File: src/rtl/serial_add_pkg.sv
// serial_add_pkg: FSM states and counter sizing shared by the serial adder.
package serial_add_pkg;

    typedef enum logic [1:0] {IDLE, RUN, DONE} state_t;

    function automatic int cnt_w(input int w);
        return (w > 1) ? $clog2(w) : 1;
    endfunction

endpackage

File: src/rtl/full_adder_bit.sv
// full_adder_bit: combinational 1-bit full adder from two half adders and an OR.
module full_adder_bit (
    input  logic x,
    input  logic y,
    input  logic ci,
    output logic s,
    output logic co
);

    logic s1, c1, c2;

    assign s1 = x ^ y;
    assign c1 = x & y;
    assign s  = s1 ^ ci;
    assign c2 = s1 & ci;
    assign co = c1 | c2;

endmodule

File: src/rtl/serial_add_ctrl.sv
// serial_add_ctrl: bit-serial LSB-first adder; SERIAL_ADD_SUB_EN adds a subtract mode.
module serial_add_ctrl
    import serial_add_pkg::*;
#(
    parameter int WIDTH = 8
) (
    input  logic             clk,
    input  logic             rst_n,
    input  logic             start,
    input  logic [WIDTH-1:0] a,
    input  logic [WIDTH-1:0] b,
`ifdef SERIAL_ADD_SUB_EN
    input  logic             sub,
`endif
    output logic             busy,
    output logic             done,
    output logic [WIDTH-1:0] sum,
    output logic             cout
);

    localparam int CW = cnt_w(WIDTH);
    localparam logic [CW-1:0] LAST = CW'(WIDTH - 1);

    state_t state, state_nxt;
    logic [WIDTH-1:0] a_sh, b_sh, sum_sh, sum_nxt;
    logic [CW-1:0] cnt;
    logic carry, s, co, load;

    full_adder_bit u_fa (
        .x (a_sh[0]),
        .y (b_sh[0]),
        .ci(carry),
        .s (s),
        .co(co)
    );

    always_ff @(posedge clk or negedge rst_n) begin
        if (!rst_n) state <= IDLE;
        else state <= state_nxt;
    end

    always_comb begin
        state_nxt = state == IDLE ? (start ? RUN : IDLE) :
                    state == RUN  ? (cnt == LAST ? DONE : RUN) : IDLE;
    end

    always_comb begin
        busy = state == RUN;
        done = state == DONE;
    end

    assign load    = state == IDLE && start;
    // new sum bit enters at the MSB so the LSB-first stream lands in place
    assign sum_nxt = WIDTH'({s, sum_sh} >> 1);

    always_ff @(posedge clk or negedge rst_n) begin
        if (!rst_n) begin
            a_sh   <= '0;
            b_sh   <= '0;
            sum_sh <= '0;
            cnt    <= '0;
            carry  <= 1'b0;
            sum    <= '0;
            cout   <= 1'b0;
        end else if (load) begin
            a_sh   <= a;
`ifdef SERIAL_ADD_SUB_EN
            b_sh   <= sub ? ~b : b;
            carry  <= sub;
`else
            b_sh   <= b;
            carry  <= 1'b0;
`endif
            sum_sh <= '0;
            cnt    <= '0;
            sum    <= '0;
            cout   <= 1'b0;
        end else if (state == RUN) begin
            a_sh   <= a_sh >> 1;
            b_sh   <= b_sh >> 1;
            sum_sh <= sum_nxt;
            carry  <= co;
            cnt    <= cnt + 1'b1;
            if (cnt == LAST) begin
                sum  <= sum_nxt;
                cout <= co;
            end
        end
    end

endmodule
File: config.mk
export PLATFORM = sky130hd
export DESIGN_NAME = serial_add_ctrl
export DESIGN_NICKNAME = d
export VERILOG_FILES = /design/src/rtl/serial_add_pkg.sv /design/src/rtl/full_adder_bit.sv /design/src/rtl/serial_add_ctrl.sv
export SDC_FILE = /design/constraint.sdc
export NUM_CORES = 1
export LEC_CHECK = 0
export ABC_CLOCK_PERIOD_IN_PS = 2300
export BUFFER_PORTS_ARGS = -buffer_cell sky130_fd_sc_hd__buf_2
export CAP_MARGIN = 30
export CORE_ASPECT_RATIO = 0.6
export CORE_UTILIZATION = 58
export DETAILED_ROUTE_END_ITERATION = 10
export PLACE_DENSITY = 0.82
export SLEW_MARGIN = 20
export SYNTH_ARGS = -nofsm -noshare
export SYNTH_HDL_FRONTEND = slang
export SYNTH_SLANG_ARGS = --single-unit
File: constraint.sdc
create_clock -name clk -period 2.3 [get_ports clk]
set_clock_uncertainty 0.05 [all_clocks]
set_input_delay 0.46 -clock clk [delete_from_list [all_inputs] [get_ports clk]]
set_output_delay 0.46 -clock clk [all_outputs]
set_load 0.01 [all_outputs]
==> results of run 1 <==
## metrics by stage
step | util, % | hold slack, ns | power (W) | worst slack [ns]
detailed placement | 69.3 | 0.433 | 0.00221 | 0.619
global route | 73.7 | 0.264 | 0.00297 | 0.279
CTS | 73.7 | 0.228 | 0.00279 | 0.376
floorplan | - | 0.114 | 0.00193 | 0.820
global placement | 69.3 | 0.429 | 0.00213 | 0.697
finish | 73.7 | 0.204 | 0.00279 | 0.376
## cells in the mapped netlist (all sizes together) (2+ instances only)
| library cell | count |
|---|---|
| a22o | 10 |
| nor2 | 16 |
| ha | 2 |
| inv | 2 |
| clkbuf | 2 |
| nand2b | 2 |
| nor2b | 2 |
| o32ai | 14 |
| buf | 12 |
| o22ai | 14 |
| nand2 | 21 |
| a32oi | 9 |
| dfrtp | 38 |
| o21ai | 5 |
## registers in the layout, summed over array words and instances (netlist names)
name / count
b_sh: 8
carry: 1
sum: 8
cnt: 3
cout: 1
sum_sh: 7
a_sh: 8
state: 2
## report_power, final
| part | total (W) | internal [W] | leakage (nW) | switching, W |
|---|---|---|---|---|
| combinational | 0.000988 | 0.000442 | 0.398 | 0.000545 |
| sequential | 0.00123 | 0.000967 | 0.474 | 0.000264 |
| clock | 0.000575 | 0.000323 | 0.0504 | 0.000253 |
## final cells by class
class	instances	area share (%)
Timing Repair Buffer	34	9.38
Multi-Input combinational cell	101	33.0
Sequential cell	38	48.8
Tap cell	40	2.57
Inverter	2	0.385
Clock inverter	3	2.31
Clock buffer	5	3.53
## cell families (layout without fill, tap and decap cells)
group	Yosys count	after routing	synth area share (%)
DFF	38	38	55.9
and+or+nand+nor	44	44	10.8
buffers and inverters	16	44	6.25
AOI/OAI and AO/OA	54	54	24.4
adders and majority gates	3	3	2.65
## routing by layer
| layer | global-route usage (%) | wire length [um] | vias to the layer above |
|---|---|---|---|
| li1 | - | - | 640 |
| met2 | 41.5 | 1710 | 62 |
| met4 | 9.41 | 35 | 0 |
| met1 | 38.5 | 1740 | 685 |
| met5 | 0 | 0 | - |
| met3 | 6.98 | 238 | 4 |
## worst max path at each step
| stage | end |
|---|---|
| 3_3_place_gp | cout |
| 4_1_cts | busy |
| 5_1_grt | busy |
| 3_5_place_dp | sum[6] |
| 6_report | busy |
| 2_1_floorplan | cout |
==> out/qor.csv, run 1 <==
metric;value;unit
CTS max path bufs;2;
multi-input logic area;643;um2
critical path capture point type;primary output;
Pleak;0.922;nW
R2R setup slack;0.56;ns
Top FF cell, synth;dfrtp_1;
Starting Density;64.3;%
clk_lat worst skew;0.29;ns
fin. max-slew vios;0;
Worst R2R Path Depth;4;
DRC;0;
timing-limited maximum frequency;520;MHz
sequential share of the synthesized area;55.9;%
crit-path cells;nand2b_1 -> inv_2 -> buf_2;
CP max stage delay;0.59;ns
top cells by area, synth;dfrtp_1, o32ai_1, a22o_1;
Mean Syn Cell Area;11.0;um2
critical path arrival;1.41;ns
Cells after Synth;155;
root buffer selected by CTS;clkbuf_8;
CP Class;flip-flop to primary output;
Global Route Usage Sum;27.2;%
Routed Antenna Nets;0;
n_diodes;0;
Syn. warnings;0;
Layout area overhead;14.6;%
Starting DRT DRC Count;90;
cts repair resizes;0;
relative slew slack;45.7;%
total of max-cap violations;0;
proportion of layout cells with a drive suffix above 1;23.5;%
hpwl dp;2520;um
vias per inst;6.24;
top cell type's share of synthesized area;55.9;%
Vias;1391;
status;finished, final reports clean;
H-tree depth reported by CTS;2;
first-pass GRT wire length;6250;um
Slowest cell on crit path;dfrtp_1;
Tmin final;1.92;ns
CP Launch Type;flip-flop;
Final Hold Viols;0;
CP startpoint;state[0];
ys async rst share;100;%
CP delay by family, top;flip-flops;
Crit Reg-Reg Startpoint;state[0];
commonest non-fill, non-tap cell in the layout;dfrtp_1;
total grt overflow;0;
mapped cell area;1700;um2
I/O Pins;30;
die height;43.9;um
final period utilization;83.7;%
Post-Synthesis Net Count;177;
initial antenna violation count;0;
DP Cell Count;215;
top cell type by total area after synthesis;dfrtp_1;
# hold bufs at CTS;0;
power density cells;1430;nW/um2
filler cell count;181;
largest net degree at the start of global routing;39;
reg2reg end;cout;
CP Depth;3;
port buffer count;29;
WL/cell;16.7;um
slew at the pin closest to its max-slew limit;0.815;ns
Final setup viols;0;
final WL;3720;um
core box area;2650;um2
EDFF count, synth;0;
most frequent cells in the layout;dfrtp_1, buf_2, nand2_1;
largest fanout on the critical path;14;
VDD IR max;0.801;mV
Placed Area;1830;um2
vias in the first global route;1321;
Yosys cell types;22;
Die Wd;71.9;um
final net count;204;
Placer Congestion;0.834;
design area;1950;um2
post-CTS setup buffers;0;
RSZ-0062 raised after global routing;false;
Die ar.;3160;um2
Std-Cell Rows;14;
final setup TNS;0;ns
critical path data required time;1.79;ns
fin cells;223;
Reg clk slew, reported paths;0.08;ns
Seq cells post-synth;38;
CP Buf/Inv Count;2;
Reg area;951;um2
total CTS buffers;5;
drt first pass iters;4;
CTS tree;built;
hold crit path type;primary input to async pin;
clock net sink count;38;
No activity file was read; power rests on OpenSTA's default activity.
==> run 2, diff against run 1 <==
--- a/config.mk
+++ b/config.mk
@@ -5,13 +5,13 @@
 export SDC_FILE = /design/constraint.sdc
 export NUM_CORES = 1
 export LEC_CHECK = 0
-export ABC_CLOCK_PERIOD_IN_PS = 2300
+export ABC_CLOCK_PERIOD_IN_PS = 2020
 export BUFFER_PORTS_ARGS = -buffer_cell sky130_fd_sc_hd__buf_2
 export CAP_MARGIN = 30
 export CORE_ASPECT_RATIO = 0.6
-export CORE_UTILIZATION = 58
+export CORE_UTILIZATION = 54
 export DETAILED_ROUTE_END_ITERATION = 10
-export PLACE_DENSITY = 0.82
+export PLACE_DENSITY = 0.77
 export SLEW_MARGIN = 20
 export SYNTH_ARGS = -nofsm -noshare
 export SYNTH_HDL_FRONTEND = slang
==> constraint.sdc (replaced) <==
create_clock -name clk -period 2.02 [get_ports clk]
set_clock_uncertainty 0.05 [all_clocks]
set_input_delay 0.404 -clock clk [delete_from_list [all_inputs] [get_ports clk]]
set_output_delay 0.404 -clock clk [all_outputs]
set_load 0.01 [all_outputs]
==> run 2 against run 1 <==
Net effect:
- setup slack lost 0.12 ns
- largest power group unchanged
- via count shrank 5.7%
- register-to-register slack lost 0.23 ns
- sequential power grew 13%
- count of clock-buffer cells in the layout grew 2
- flip-flop and latch count is the same
- non-clock buffer count grew 2
- clock power shrank 16%
==> out/qor.csv, run 2 (synthesis results as in run 1) <==
metric;value;unit;change
status;finished, final reports clean;;unchanged
RSZ-0062 raised after global routing;false;;unchanged
Pleak;0.920;nW;was 0.922 nW
die height;45.5;um;was 43.9 um
clock net sink count;38;;unchanged
initial antenna violation count;0;;unchanged
n_diodes;0;;unchanged
Tmin final;1.76;ns;
Regs by FF count;a_sh x8, b_sh x8, sum x8;;unchanged
fin. max-slew vios;0;;unchanged
Slowest cell on crit path;dfrtp_1;;unchanged
critical path data required time;1.57;ns;was 1.79 ns
vias in the first global route;1202;;was 1,321
critical path arrival;1.31;ns;was 1.41 ns
root buffer selected by CTS;clkbuf_8;;unchanged
Starting DRT DRC Count;73;;was 90
proportion of layout cells with a drive suffix above 1;22.8;%;was 23.5%
timing-limited maximum frequency;568;MHz;
power density cells;1550;nW/um2;was 1430 nW/um2
final setup margin;0.258;ns;was 0.376 ns
DRC;0;;unchanged
pre-CTS setup slack;0.312;ns;was 0.619 ns
largest fanout on the critical path;13;;was 14
I/O Pins;30;;unchanged
cts repair resizes;0;;unchanged
VDD IR max;0.781;mV;was 0.801 mV
DP Cell Count;219;;was 215
total of max-cap violations;0;;unchanged
CTS tree;built;;unchanged
hold crit path type;primary input to async pin;;unchanged
H-tree depth reported by CTS;2;;unchanged
fin cells;226;;was 223
Vias;1312;;was 1,391
Die Wd;74.4;um;was 71.9 um
Global Route Usage Sum;23.2;%;was 27.2%
WL/cell;15.4;um;was 16.7 um
final setup TNS;0;ns;unchanged
Std-Cell Rows;15;;was 14
# hold bufs at CTS;0;;unchanged
first-pass GRT wire length;5670;um;was 6250 um
GR peak layer;met2;;unchanged
Layout area overhead;13.4;%;was 14.6%
commonest non-fill, non-tap cell in the layout;dfrtp_1;;unchanged
most frequent cells in the layout;dfrtp_1, buf_2, nand2_1;;unchanged
routing usage on met3;7.08;%;was 6.98%
largest net degree at the start of global routing;39;;unchanged
drt first pass iters;4;;unchanged
Final Hold Viols;0;;unchanged
Routed Antenna Nets;0;;unchanged
hpwl dp;2430;um;was 2520 um
relative slew slack;55.3;%;was 45.7%
Die ar.;3380;um2;was 3160 um2
core box area;2930;um2;was 2650 um2
Reg clk slew, reported paths;0.07;ns;was 0.08 ns
vias per inst;5.81;;was 6.24
critical path capture point type;primary output;;unchanged
final net count;206;;was 204
Final setup viols;0;;unchanged
CTS max path bufs;2;;unchanged
total CTS buffers;5;;unchanged
Starting Density;58.1;%;was 64.3%
port buffer count;29;;unchanged
crit-path cells;buf_4 -> nor2_1 -> buf_2;;was nand2b_1 -> inv_2 -> buf_2
final WL;3490;um;was 3720 um
clk_lat worst skew;0.28;ns;was 0.29 ns
total grt overflow;0;;unchanged
slew at the pin closest to its max-slew limit;0.669;ns;was 0.815 ns
Core Util, Final;65.9;%;was 73.7%
CP Launch Type;flip-flop;;unchanged
Placer Congestion;0.803;;was 0.834
CP Class;flip-flop to primary output;;unchanged
post-CTS setup buffers;0;;unchanged
Global Route met2 Usage;35.5;%;was 41.5%
CP max stage delay;0.56;ns;was 0.59 ns
final period utilization;87.2;%;
M1 GR Usage;32.2;%;was 38.5%
==> run 2: path summary, 6_finish.rpt <==
| kind | cells after the start | slack [ns] | to | startpoint |
|---|---|---|---|---|
| min reg2reg | 2 | 0.45 | sum[5] | sum[5] |
| max reg2reg | 5 | 0.33 | sum[1] | cnt[0] |
| max | 3 | 0.26 | done | state[0] |
| min in group clk | 3 | 0.31 | b_sh[7] | b[7] |
| min | 2 | 0.11 | sum_sh[1] | rst_n |
| max in group asynchronous | 2 | 1.49 | a_sh[1] | rst_n |
==> run 2: metrics by stage <==
stage | area, um2 | power (W) | hold WS [ns]
2_1_floorplan | 1700 | 0.00220 | 0.0584
3_3_place_gp | 1850 | 0.00245 | 0.422
3_5_place_dp | 1850 | 0.00253 | 0.429
4_1_cts | 1930 | 0.00302 | 0.123
5_1_grt | 1930 | 0.00321 | 0.141
6_report | 1930 | 0.00300 | 0.105
==> run 2: report_power, final <==
group | leakage [nW] | internal, W | switching [W]
Sequential | 0.474 | 0.00110 | 0.000287
Combinational | 0.408 | 0.000517 | 0.000609
Clock | 0.0383 | 0.000238 | 0.000245
==> run 2: cell type report <==
cell class	count	area, um2
fillers	245	1000
flip-flops and latches	38	951
multi-input cells	101	643
repair buffers	36	198
clock buffers	7	76.3
well taps	42	52.6
inverters	2	7.51
==> run 2: critical path: cells and delay by family, from the launching register on <==
family	cells	cell delay (ns)
buf+inv	2	0.40
simple gates	1	0.06
flops	1	0.56
==> run 2: layer usage <==
| layer | wire, um | share of wire, % | vias up |
|---|---|---|---|
| met5 | 0 | 0 | - |
| met2 | 1600 | 46 | 37 |
| met3 | 209 | 6.0 | 5 |
| met4 | 34 | 0.98 | 0 |
| li1 | - | - | 635 |
| met1 | 1650 | 47 | 635 |
==> run 3, diff against run 2 <==
--- a/config.mk
+++ b/config.mk
@@ -6,7 +6,7 @@
 export NUM_CORES = 1
 export LEC_CHECK = 0
 export ABC_CLOCK_PERIOD_IN_PS = 2020
-export BUFFER_PORTS_ARGS = -buffer_cell sky130_fd_sc_hd__buf_2
+export BUFFER_PORTS_ARGS = -buffer_cell sky130_fd_sc_hd__buf_4
 export CAP_MARGIN = 30
 export CORE_ASPECT_RATIO = 0.6
 export CORE_UTILIZATION = 54
==> run 3 against run 2 <==
Net effect:
- flip-flop and latch count unchanged
- first-iteration DRC count is 2.7% lower
- critical path depth stayed put
- combinational power is 5% higher
- sequential share of layout area is 2.5 points lower
- setup slack got worse by 0.14 ns
- highest routed layer unchanged
==> out/qor.csv, run 3 (synthesis results as in run 1) <==
metric;value;unit;change
Std-Cell Rows;15;;unchanged
proportion of layout cells with a drive suffix above 1;23.2;%;was 22.8%
Final Hold Viols;0;;unchanged
fin cells;227;;was 226
die height;45.5;um;unchanged
drt first pass iters;4;;unchanged
CP Class;flip-flop to primary output;;unchanged
final setup margin;0.121;ns;was 0.258 ns
Core Util, Final;69.4;%;was 65.9%
CTS max path bufs;2;;unchanged
Regs by FF count;a_sh x8, b_sh x8, sum x8;;unchanged
Starting Density;58.1;%;unchanged
relative slew slack;62.6;%;was 55.3%
Total Power Consumption;0.00322;W;was 0.00300 W
Vias;1368;;was 1,312
CTS tree;built;;unchanged
largest net degree at the start of global routing;39;;unchanged
Final setup viols;0;;unchanged
vias in the first global route;1288;;was 1,202
largest fanout on the critical path;18;;was 13
Tmin final;1.90;ns;was 1.76 ns
Placer Congestion;0.791;;was 0.803
clock net sink count;38;;unchanged
commonest non-fill, non-tap cell in the layout;dfrtp_1;;unchanged
fin. max-slew vios;0;;unchanged
cts repair resizes;0;;unchanged
total grt overflow;0;;unchanged
final net count;206;;unchanged
critical path capture point type;primary output;;unchanged
most frequent cells in the layout;dfrtp_1, buf_4, nand2_1;;was dfrtp_1, buf_2, nand2_1
vias per inst;6.03;;was 5.81
Routed Antenna Nets;0;;unchanged
DP Cell Count;219;;unchanged
Global Route Usage Sum;25.7;%;was 23.2%
timing-limited maximum frequency;527;MHz;was 568 MHz
reg2reg end;a_sh[5];;was sum[1]
pre-CTS setup slack;0.385;ns;was 0.312 ns
Die ar.;3380;um2;unchanged
total CTS buffers;5;;unchanged
I/O Pins;30;;unchanged
H-tree depth reported by CTS;2;;unchanged
final period utilization;94.0;%;was 87.2%
root buffer selected by CTS;clkbuf_8;;unchanged
VDD IR max;0.710;mV;was 0.781 mV
Layout area overhead;19.4;%;was 13.4%
hpwl dp;2550;um;was 2430 um
# hold bufs at CTS;0;;unchanged
Worst R2R Path Depth;3;;was 5
clk_lat worst skew;0.30;ns;was 0.28 ns
initial antenna violation count;0;;unchanged
Pleak;0.952;nW;was 0.920 nW
critical path arrival;1.45;ns;was 1.31 ns
hold crit path type;primary input to async pin;;unchanged
status;finished, final reports clean;;unchanged
critical path data required time;1.57;ns;about the same
DRC;0;;unchanged
R2R setup slack;0.32;ns;was 0.33 ns
Die Wd;74.4;um;unchanged
Starting DRT DRC Count;71;;was 73
total of max-cap violations;0;;unchanged
WL/cell;16.6;um;was 15.4 um
Crit Reg-Reg Startpoint;state[0];;was cnt[0]
port buffer count;29;;unchanged
power density cells;1590;nW/um2;was 1550 nW/um2
Reg clk slew, reported paths;0.07;ns;about the same
n_diodes;0;;unchanged
RSZ-0062 raised after global routing;false;;unchanged
slew at the pin closest to its max-slew limit;0.561;ns;was 0.669 ns
final setup TNS;0;ns;unchanged
post-CTS setup buffers;0;;unchanged
first-pass GRT wire length;6110;um;was 5670 um
final WL;3770;um;was 3490 um
core box area;2930;um2;unchanged
CP Launch Type;flip-flop;;unchanged
-- run 3: cell types whose count changed in the layout (fill, tap and decap cells not counted) --
cell       before  now
buf_2          29    0
buf_4           7   36
bufinv_16       0    1
-- run 3: report_power, final --
part | internal, W | switching, W | leakage (nW)
Clock | 0.000369 | 0.000262 | 0.0524
Combinational | 0.000576 | 0.000611 | 0.426
Sequential | 0.00110 | 0.000300 | 0.474
-- run 3: per-layer routing --
| layer | GRT usage [%] | routed length, um |
|---|---|---|
| met1 | 32.9 | 1760 |
| met2 | 42.5 | 1770 |
| met3 | 6.86 | 199 |
| met4 | 10.2 | 31 |
| met5 | 0 | 0 |
-- run 3: critical path, stage by stage, from the launching register on --
cell and delay [ns]:
dfrtp_1 0.70, buf_4 0.24, nor2_1 0.05, buf_4 0.16
-- run 3: metrics by stage --
step	area, um2	hold slack, ns
floorplan	1700	0.0584
global placement	1920	0.338
detailed placement	1920	0.344
CTS	2030	0.0225
global route	2030	0.0396
finish	2030	0.00684
-- run 3: how the worst max path moves through the flow --
stage | from | to | depth (start not counted)
after floorplan | cnt[0] | cout | 6
after global placement | cnt[0] | sum[7] | 6
after detailed placement | cnt[0] | sum[0] | 6
after CTS | state[0] | done | 3
after global routing | state[0] | done | 3
final | state[0] | done | 3
-- run 3: area by class of cell --
class                      count  area, um2
tap                           42       52.6
inverter                       2       7.51
clock buffer                   7       76.3
clock inverter                 1       30.0
timing repair buffer          36        270
sequential                    38        951
multi-input combinational    101        643
fill                         235        897
